--- src/rtl/lif_scan_scheduler_pkg.sv ---
// Shared types and helpers for the LIF scan scheduler: state encoding,
// default widths and the saturating membrane add.
package lif_sched_pkg;

  typedef enum logic [2:0] {
    IDLE  = 3'd0,
    FILL  = 3'd1,
    START = 3'd2,
    DRAIN = 3'd3,
    EVAL  = 3'd4,
    DONE  = 3'd5
  } sched_state_e;

  localparam int DEF_NUM_NEURONS       = 4;
  localparam int DEF_SCORES_PER_NEURON = 4;
  localparam int DEF_SCORE_W           = 4;
  localparam int DEF_VMEM_W            = 16;
  localparam int DEF_LEAK_SHIFT        = 3;

  // Widest membrane the helper supports; callers zero-extend into it.
  localparam int MAX_VMEM_W = 32;

  // a + b clipped to 2^width - 1, computed one bit wider so the carry is kept.
  function automatic logic [MAX_VMEM_W-1:0] sat_add(
    input logic [MAX_VMEM_W-1:0] a,
    input logic [MAX_VMEM_W-1:0] b,
    input int unsigned           width
  );
    logic [MAX_VMEM_W:0] sum;
    logic [MAX_VMEM_W:0] max_val;
    sum     = {1'b0, a} + {1'b0, b};
    max_val = ({{MAX_VMEM_W{1'b0}}, 1'b1} << width) - {{MAX_VMEM_W{1'b0}}, 1'b1};
    if (sum > max_val) begin
      sat_add = max_val[MAX_VMEM_W-1:0];
    end else begin
      sat_add = sum[MAX_VMEM_W-1:0];
    end
  endfunction

endpackage

--- src/rtl/lif_scan_scheduler_score_burst_fifo.sv ---
// Holds one neuron's score burst so it can be replayed to the accumulator
// without the upstream stalls.
module score_burst_fifo
  import lif_sched_pkg::*;
#(
  parameter  int DEPTH = DEF_SCORES_PER_NEURON,
  parameter  int WIDTH = DEF_SCORE_W,
  localparam int CNT_W = $clog2(DEPTH + 1)
) (
  input  logic             clk,
  input  logic             rst,
  input  logic             push,
  input  logic [WIDTH-1:0] push_data,
  input  logic             pop,
  output logic [WIDTH-1:0] head,
  output logic [CNT_W-1:0] count,
  output logic             full,
  output logic             empty
);

  localparam int               PTR_W    = (DEPTH > 1) ? $clog2(DEPTH) : 1;
  localparam logic [PTR_W-1:0] LAST_PTR = PTR_W'(DEPTH - 1);
  localparam logic [CNT_W-1:0] FULL_CNT = CNT_W'(DEPTH);

  logic [WIDTH-1:0] mem_r [DEPTH];
  logic [PTR_W-1:0] wr_ptr_r;
  logic [PTR_W-1:0] rd_ptr_r;
  logic [CNT_W-1:0] count_r;
  logic             do_push_s;
  logic             do_pop_s;

  function automatic logic [PTR_W-1:0] ptr_inc(input logic [PTR_W-1:0] ptr);
    if (ptr == LAST_PTR) begin
      ptr_inc = '0;
    end else begin
      ptr_inc = ptr + PTR_W'(1);
    end
  endfunction

  // Qualify requests against occupancy and expose status
  always_comb begin
    do_push_s = push && (count_r != FULL_CNT);
    do_pop_s  = pop && (count_r != CNT_W'(0));
    head      = mem_r[rd_ptr_r];
    count     = count_r;
    full      = (count_r == FULL_CNT);
    empty     = (count_r == CNT_W'(0));
  end

  // Pointer and occupancy update; the storage itself needs no reset
  always_ff @(posedge clk) begin
    if (rst) begin
      wr_ptr_r <= '0;
      rd_ptr_r <= '0;
      count_r  <= '0;
    end else begin
      if (do_push_s) begin
        mem_r[wr_ptr_r] <= push_data;
        wr_ptr_r        <= ptr_inc(wr_ptr_r);
      end
      if (do_pop_s) begin
        rd_ptr_r <= ptr_inc(rd_ptr_r);
      end
      case ({do_push_s, do_pop_s})
        2'b10:   count_r <= count_r + CNT_W'(1);
        2'b01:   count_r <= count_r - CNT_W'(1);
        default: count_r <= count_r;
      endcase
    end
  end

endmodule

--- src/rtl/lif_scan_scheduler.sv ---
// Round-robin timestep scan of a LIF neuron array: buffer burst, replay gap-free,
// integrate and fire. Optional membrane leak is enabled by defining LIF_SCAN_LEAK_EN.
module lif_scan_scheduler
  import lif_sched_pkg::*;
#(
  parameter int NUM_NEURONS       = DEF_NUM_NEURONS,
  parameter int SCORES_PER_NEURON = DEF_SCORES_PER_NEURON,
  parameter int SCORE_W           = DEF_SCORE_W,
  parameter int VMEM_W            = DEF_VMEM_W,
  parameter int LEAK_SHIFT        = DEF_LEAK_SHIFT
) (
  input  logic                           clk,
  input  logic                           rst,
  input  logic                           step_start,
  output logic                           step_done,
  output logic                           busy,
  input  logic                           in_valid,
  output logic                           in_ready,
  input  logic [SCORE_W-1:0]             in_score,
  input  logic [VMEM_W-1:0]              threshold,
  output logic                           acc_scan_start_en,
  output logic                           acc_score_valid,
  output logic [SCORE_W-1:0]             acc_score_in,
  input  logic [VMEM_W-1:0]              acc_sum,
  output logic                           spike_valid,
  output logic [$clog2(NUM_NEURONS)-1:0] spike_id
);

  localparam int               IDX_W     = $clog2(NUM_NEURONS);
  localparam int               CNT_W     = $clog2(SCORES_PER_NEURON + 1);
  localparam logic [IDX_W-1:0] LAST_IDX  = IDX_W'(NUM_NEURONS - 1);
  localparam logic [CNT_W-1:0] BURST_LEN = CNT_W'(SCORES_PER_NEURON);

`ifdef LIF_SCAN_LEAK_EN
  localparam bit LEAK_ON = 1'b1;
`else
  localparam bit LEAK_ON = 1'b0;
`endif

  sched_state_e      state_r;
  logic [IDX_W-1:0]  idx_r;
  logic [CNT_W-1:0]  beats_r;
  logic [VMEM_W-1:0] vmem_r [NUM_NEURONS];

  logic               fifo_push_s;
  logic               fifo_pop_s;
  logic               fifo_full_s;
  logic               fifo_empty_s;
  logic [CNT_W-1:0]   fifo_count_s;
  logic [SCORE_W-1:0] fifo_head_s;

  logic              accept_s;
  logic              last_fill_s;
  logic [VMEM_W-1:0] vmem_cur_s;
  logic [VMEM_W-1:0] leaked_s;
  logic [VMEM_W-1:0] t_s;
  logic              fire_s;

  score_burst_fifo #(
    .DEPTH (SCORES_PER_NEURON),
    .WIDTH (SCORE_W)
  ) u_fifo (
    .clk       (clk),
    .rst       (rst),
    .push      (fifo_push_s),
    .push_data (in_score),
    .pop       (fifo_pop_s),
    .head      (fifo_head_s),
    .count     (fifo_count_s),
    .full      (fifo_full_s),
    .empty     (fifo_empty_s)
  );

  // Upstream handshake, replay pops and the EVAL integrate/compare
  always_comb begin
    accept_s    = (state_r == FILL) && in_valid && in_ready && !fifo_full_s;
    last_fill_s = accept_s && (fifo_count_s == (BURST_LEN - CNT_W'(1)));
    fifo_push_s = accept_s;
    // One pop per replayed beat: the START edge loads beat 0, DRAIN edges load the rest
    if (((state_r == START) || ((state_r == DRAIN) && (beats_r != BURST_LEN))) && !fifo_empty_s) begin
      fifo_pop_s = 1'b1;
    end else begin
      fifo_pop_s = 1'b0;
    end
    vmem_cur_s = vmem_r[idx_r];
    if (LEAK_ON) begin
      leaked_s = vmem_cur_s - (vmem_cur_s >> LEAK_SHIFT);
    end else begin
      leaked_s = vmem_cur_s;
    end
    t_s    = VMEM_W'(sat_add(MAX_VMEM_W'(leaked_s), MAX_VMEM_W'(acc_sum), VMEM_W));
    fire_s = (t_s >= threshold);
  end

  // Scan FSM; every output is loaded on the edge that enters its state
  always_ff @(posedge clk) begin
    if (rst) begin
      state_r           <= IDLE;
      idx_r             <= '0;
      beats_r           <= '0;
      step_done         <= 1'b0;
      busy              <= 1'b0;
      in_ready          <= 1'b0;
      acc_scan_start_en <= 1'b0;
      acc_score_valid   <= 1'b0;
      acc_score_in      <= '0;
      spike_valid       <= 1'b0;
      spike_id          <= '0;
      for (int i = 0; i < NUM_NEURONS; i++) begin
        vmem_r[i] <= '0;
      end
    end else begin
      step_done         <= 1'b0;
      acc_scan_start_en <= 1'b0;
      spike_valid       <= 1'b0;
      case (state_r)
        IDLE: begin
          if (step_start) begin
            state_r  <= FILL;
            idx_r    <= '0;
            in_ready <= 1'b1;
            busy     <= 1'b1;
          end
        end
        FILL: begin
          if (last_fill_s) begin
            state_r           <= START;
            in_ready          <= 1'b0;
            acc_scan_start_en <= 1'b1;
          end
        end
        START: begin
          state_r         <= DRAIN;
          acc_score_valid <= 1'b1;
          acc_score_in    <= fifo_head_s;
          beats_r         <= CNT_W'(1);
        end
        DRAIN: begin
          if (beats_r == BURST_LEN) begin
            state_r         <= EVAL;
            acc_score_valid <= 1'b0;
            acc_score_in    <= '0;
          end else begin
            acc_score_in <= fifo_head_s;
            beats_r      <= beats_r + CNT_W'(1);
          end
        end
        EVAL: begin
          if (fire_s) begin
            spike_valid   <= 1'b1;
            spike_id      <= idx_r;
            vmem_r[idx_r] <= '0;
          end else begin
            vmem_r[idx_r] <= t_s;
          end
          if (idx_r == LAST_IDX) begin
            state_r   <= DONE;
            step_done <= 1'b1;
          end else begin
            idx_r    <= idx_r + IDX_W'(1);
            state_r  <= FILL;
            in_ready <= 1'b1;
          end
        end
        DONE: begin
          state_r <= IDLE;
          busy    <= 1'b0;
        end
        default: begin
          state_r         <= IDLE;
          busy            <= 1'b0;
          in_ready        <= 1'b0;
          acc_score_valid <= 1'b0;
        end
      endcase
    end
  end

endmodule

--- config.mk ---
export PLATFORM = sky130hd
export DESIGN_NAME = lif_scan_scheduler
export DESIGN_NICKNAME = d
export VERILOG_FILES = /design/src/rtl/lif_scan_scheduler_pkg.sv /design/src/rtl/lif_scan_scheduler_score_burst_fifo.sv /design/src/rtl/lif_scan_scheduler.sv
export SDC_FILE = /design/constraint.sdc
export NUM_CORES = 1
export LEC_CHECK = 0
export CAP_MARGIN = 15
export CORE_ASPECT_RATIO = 1.4
export CORE_MARGIN = 2
export CORE_UTILIZATION = 45
export DETAILED_ROUTE_END_ITERATION = 6
export DONT_BUFFER_PORTS = 1
export SETUP_SLACK_MARGIN = 0.3
export SLEW_MARGIN = 10
export SYNTH_ARGS = -nofsm -noshare
export SYNTH_HDL_FRONTEND = slang
export SYNTH_SLANG_ARGS = --single-unit
--- constraint.sdc ---
create_clock -name clk -period 5.6 [get_ports clk]
set_clock_uncertainty 0.2 [all_clocks]
set_input_delay 0.28 -clock clk [delete_from_list [all_inputs] [get_ports clk]]
set_output_delay 0.28 -clock clk [all_outputs]
set_load 0.01 [all_outputs]
# Yosys cells after proc, flatten, opt, wreduce, memory -nomap -nowiden
# Memories as Yosys holds them, arrays and structs flattened. A register that Yosys moved wholly into a read port is not among the register bits.
# Index checks and enable logic that the tools add are counted.
dict set report word_totals {
  reg_bits 27
  ramBits 80
  inputBits 40
  out_inout_bits 12
  elab_cells 128
  memories 2
}
# name depth width read_ports rd_clocked_by_memory_dff write_ports line_no
set memory_table {}
lappend memory_table {vmem_r 4 16 1 1 4 lif_scan_scheduler.sv:43} ;# logic [VMEM_W-1:0] vmem_r [NUM_NEURONS];
lappend memory_table {u_fifo.mem_r 4 4 1 1 1 lif_scan_scheduler_score_burst_fifo.sv:25} ;# logic [WIDTH-1:0] mem_r [DEPTH];
dict set report op_classes {
  addsub 7
  n_lt_le_gt_ge 2
  eq_ne 20
  muxes 47
  bitwise_logic 6
  reduce_logical 30
}
# cell count
set ops {}
lappend ops {{16-bit two-way mux} 3}
lappend ops {{1-bit two-way mux} 21}
lappend ops {{2-bit two-way mux} 9}
lappend ops {{16-bit by 16-bit adder with 17-bit output} 1}
lappend ops {{17-bit by 16-bit > comparator with 1-bit output, second input constant} 1}
lappend ops {{16-bit greater-or-equal comparator} 1}
lappend ops {{16-bit OR reduction} 1}
lappend ops {{3-bit two-way mux} 5}
lappend ops {{3-bit case mux with 5 select lines} 1}
lappend ops {{3-bit == test, second input constant} 4}
lappend ops {{3-bit case mux with 2 select lines} 2}
lappend ops {{3-bit by 2-bit == test with 1-bit output, second input constant} 3}
lappend ops {{2-bit == test, second input constant} 4}
lappend ops {{1-bit logical AND} 8}
lappend ops {{2-bit != test, second input constant} 4}
lappend ops {{4-bit case mux with 2 select lines} 1}
lappend ops {{2-bit AND reduction} 4}
lappend ops {{4-bit OR reduction} 2}
lappend ops {{2-bit by 1-bit adder with 2-bit output, second input constant} 3}
lappend ops {{3-bit by 1-bit adder with 3-bit output, second input constant} 2}
lappend ops {{3-bit logical NOT} 2}
lappend ops {{3-bit != test, second input constant} 2}
lappend ops {{3-bit AND reduction} 2}
lappend ops {{2-bit nonzero test} 3}
lappend ops {{17 further kinds} 23}

# Logic depth before layout (Yosys ltp)
dict set report logic_depth {
  depth_word 11
  mapped_depth 20
  depth_no_buf 16
}

# Modules after synthesis
# From an unflattened synthesis, not the netlist that was laid out.
dict set report unflattened {
  hier_cells 532
  area_unflattened_um2 6257.3
}
# module n_inst cells_each area_each_um2 seq_area_each_um2
set by_module_without_submodules {}
lappend by_module_without_submodules {lif_scan_scheduler 1 458 5195.0 2362.3}
lappend by_module_without_submodules {score_burst_fifo 1 74 1062.3 660.6}

# Least setup slack after synthesis
# No wires, ideal clock.
dict set report synth_path {
  path_kind {reg2reg}
  startpoint {register with a tool-made name}
  endpoint {memory vmem_r[0][14] (netlist name), data pin}
  setup_ns 0.262
  arrival_time_ns 4.729
  required_ns 5.138
  setup_slack_ns 0.409
  path_stages_with_launch 20
  path_buffers 4
  period_less_slack_ns 5.191
  cell_sequence {dfxtp_1 -> clkbuf_1 -> buf_2 -> mux4_2 -> ha_1 -> a21o_1 -> a221o_1 -> a21oi_4 -> o31ai_4 -> buf_6 -> nor2_4 -> inv_1 -> ha_1 -> o211ai_1 -> a211o_1 -> a31o_2 -> a31o_2 -> nand3_1 -> buf_2 -> nor2_1}
}
# element line_no
set synth_lines {}
lappend synth_lines {{to (decl)} lif_scan_scheduler.sv:43}

==> flow_summary.yaml <==
run_status:
  status: "completed"
hold_path:
  worstHoldStart: "rst"
  hp-class: "in -> reg"
sta:
  fin_crit_sh: 0.911
  timing_hold_violations_final: 0
  slew_violations: 0
  whs_ns: 0.00584
  period_needed_ns: 5.10
  tightest_slew_ns: 0.971
  finalSetupViolCount: 0
  rsz0062_at_grt: "no"
  max_slew_margin: 0.350
  clock.fmax_mhz: 196
  fin_setup_tns_ns: 0
drt:
  vias: 4018
  route.detailed.drc: 0
  routed_wl_mm: 12.7
  top_layer: "met4"
  wl_per_cell_um: 17.6
  ant_nets: 0
  met1_length_mm: 4.94
  firstDrtPassIters: 7
  dr_wl_met2_mm: 7.00
  drtIter0Drc: 231
  routed_via_density: 5.54
  wl_met3_um: 466
critical_path:
  critPathMaxFanout: 16
  max_stage_delay_ns: 0.53
  critPathCaptureType: "flip-flop"
  crit_path_top_delay_cell: "mux4_2"
  critical_path.cell_chain: "mux4_2 > ha_1 > fa_1 > a21o_1 > a221o_1 > a21oi_4 > o31ai_4 > buf_12 > nor2_4 > inv_1 > ha_1 > o211ai_1 > a211o_1 > a31o_2 > a31o_2 > nand3_1 > buf_4 > nor2_1"
  cp.arrival_ns: 4.99
  worstSetupPathType: "reg -> reg"
  start_kind: "flip-flop"
  crit_required_ns: 5.48
final_layout:
  drive_above_1_share: 0.119
  fin_nets: 625
  num_antenna_cells: 0
  area_growth_pct: 11.2
  stdcell_count: 725
  final_area_um2: 6670
pwr:
  p_leak_nw: 2.58
  powerDensity_nw_per_um2: 281
  finalPower_mw: 1.87
  peakVddDrop_mv: 0.210
grt:
  grt_pass1_vias: 4070
  grt_use_total: 0.187
  gr-total-overflow: 0
  grt_first_pass_wirelength_mm: 20.4
  antenna_found_initial: 0
  grt_max_degree: 29
synth:
  async_reset_ff_frac: 0
  synth_fp_nets: 616
  syn_area_um2: 6000
  yosys-top-cells-count: "nor2_1, edfxtp_1, inv_1, ha_1, a21oi_1"
  synth_edf_count: 80
  synth.most_common_cell: "nor2_1"
  synthDistinctLibCells: 56
  yosys_warnings: 0
  synth_seq_cells: 111
  postSynthCellCount: 533
  synth.largest_area_cell: "edfxtp_1"
  synth_area_per_cell_um2: 11.3
  synth_top_area_share: 0.400
  synth_ff_type: "edfxtp_1"
  synth.area.top_cells: "edfxtp_1, dfxtp_1, ha_1, mux4_2, nor2_1"
  ys_seq_area_frac: 0.504
floorplanning:
  dieWidth_um: 102
  ios: 52
  coreArea_um2: 12900
  die_y_um: 141
  die_area_um2: 14300
  rows: 49
  initial_core_util: 0.464
clock_tree:
  cts.clk_slew.worst_paths_ns: 0.07
  root_buffer: "clkbuf_16"
  cts_max_level: 3
  cts_tree: "built"
  cts_buffers: 9
  clock_latency_ns: 0.35
  post_cts_buffers: 0
  cts_buffer_depth: 2
  clock_sinks: 111
placed_design:
  numPortBuffers: 0
  post-dp-hpwl_mm: 9.60
  placed_area_um2: 6220
  place.gp.congestion: 0.923
  dp_cells: 703
run:
  maxCapViolCount: 0
[repair_timing]
| action | 4_1_cts | 5_1_grt |
|---|---|---|
| setup endpoints to repair | 64 | 64 |
| hold buffers | 6 | 0 |
| gates resized for setup | 3 | 9 |
| pin swaps | 0 | 0 |
| endpoints found under the hold margin | 45 | 0 |
[sequential cells by signal (all words and copies together) (netlist names), 2 cells and up, named ones only]
register         cells
beats_r              3
u_fifo.rd_ptr_r      2
spike_id             2
idx_r                2
u_fifo.count         3
vmem_r              64
state_r              3
u_fifo.wr_ptr_r      2
u_fifo.mem_r        16
acc_score_in         4
[layout by cell type (no fill, tap or decap), types with 4 or more instances in the layout]
master	Yosys	final
xor2_1	7	7
dlygate4sd3_1	0	6
mux2i_1	6	6
o211ai_1	4	4
clkbuf_16	0	9
a22oi_1	6	6
o21a_1	5	5
xnor2_1	4	4
nor2_4	10	10
dfxtp_1	31	30
edfxtp_1	80	80
mux4_2	20	20
inv_1	46	46
a211oi_1	4	4
nor2b_1	4	4
buf_4	0	6
nor3_1	6	6
nand2b_1	6	6
o21ai_0	14	14
nor2_1	100	100
nand2_1	18	18
a21oi_1	32	31
ha_1	41	41
a21o_1	9	9
and2_1	6	6
nand3_1	8	8
[worst paths after layout]
| path | end | cells after the start | slack (ns) |
|---|---|---|---|
| worst min register to register | acc_scan_start_en | 2 | 0.33 |
| worst max-delay path | vmem_r[0][0] | 18 | 0.50 |
| worst min-delay path | flip-flop | 3 | 0.006 |
| worst max register to register | vmem_r[0][0] | 18 | 0.50 |
[layer usage]
| layer | vias up | global-route usage |
|---|---|---|
| li1 | 1972 | - |
| met1 | 1950 | 0.209 |
| met2 | 80 | 0.351 |
| met3 | 16 | 0.0288 |
| met4 | 0 | 0.0654 |
| met5 | - | 0 |
[kinds of logic (layout without fill, tap and decap cells)]
kind of cell / count (synthesis) / in the layout / share of synthesized area
flops: 111 / 111 / 0.504
xor+xnor: 11 / 11 / 0.0161
buf+inv: 63 / 77 / 0.0419
mux: 26 / 26 / 0.0851
compound gates: 105 / 105 / 0.122
simple gates: 174 / 174 / 0.139
fa+ha+maj: 43 / 43 / 0.0922
[stage by stage]
step,utilization,setup slack (ns)
floorplan,-,0.409
global placement,0.481,0.338
detailed placement,0.481,0.139
CTS,0.512,0.356
global route,0.516,0.311
finish,0.516,0.497
[layout make-up]
class | count | area [um2]
clock buffers | 11 | 233
clock inverters | 5 | 104
fillers | 1146 | 6260
inverters | 46 | 173
multi-input cells | 359 | 2760
flip-flops and latches | 111 | 3030
well taps | 178 | 223
repair buffers | 15 | 156
[critical path: cells and delay by family, from the launching register on]
kind                       cells  cell delay (ns)
adders and majority gates      3             1.03
muxes                          1             0.53
AOI/OAI and AO/OA              8             1.86
and+or+nand+nor                3             0.33
DFF                            1             0.41
buffers and inverters          3             0.48
[report_power, final]
group          internal (mW)  switching [mW]
logic                 0.0935           0.158
registers              0.896         0.00983
clock network          0.438           0.278
total                   1.43           0.446
(Power assumes the default switching activity.)
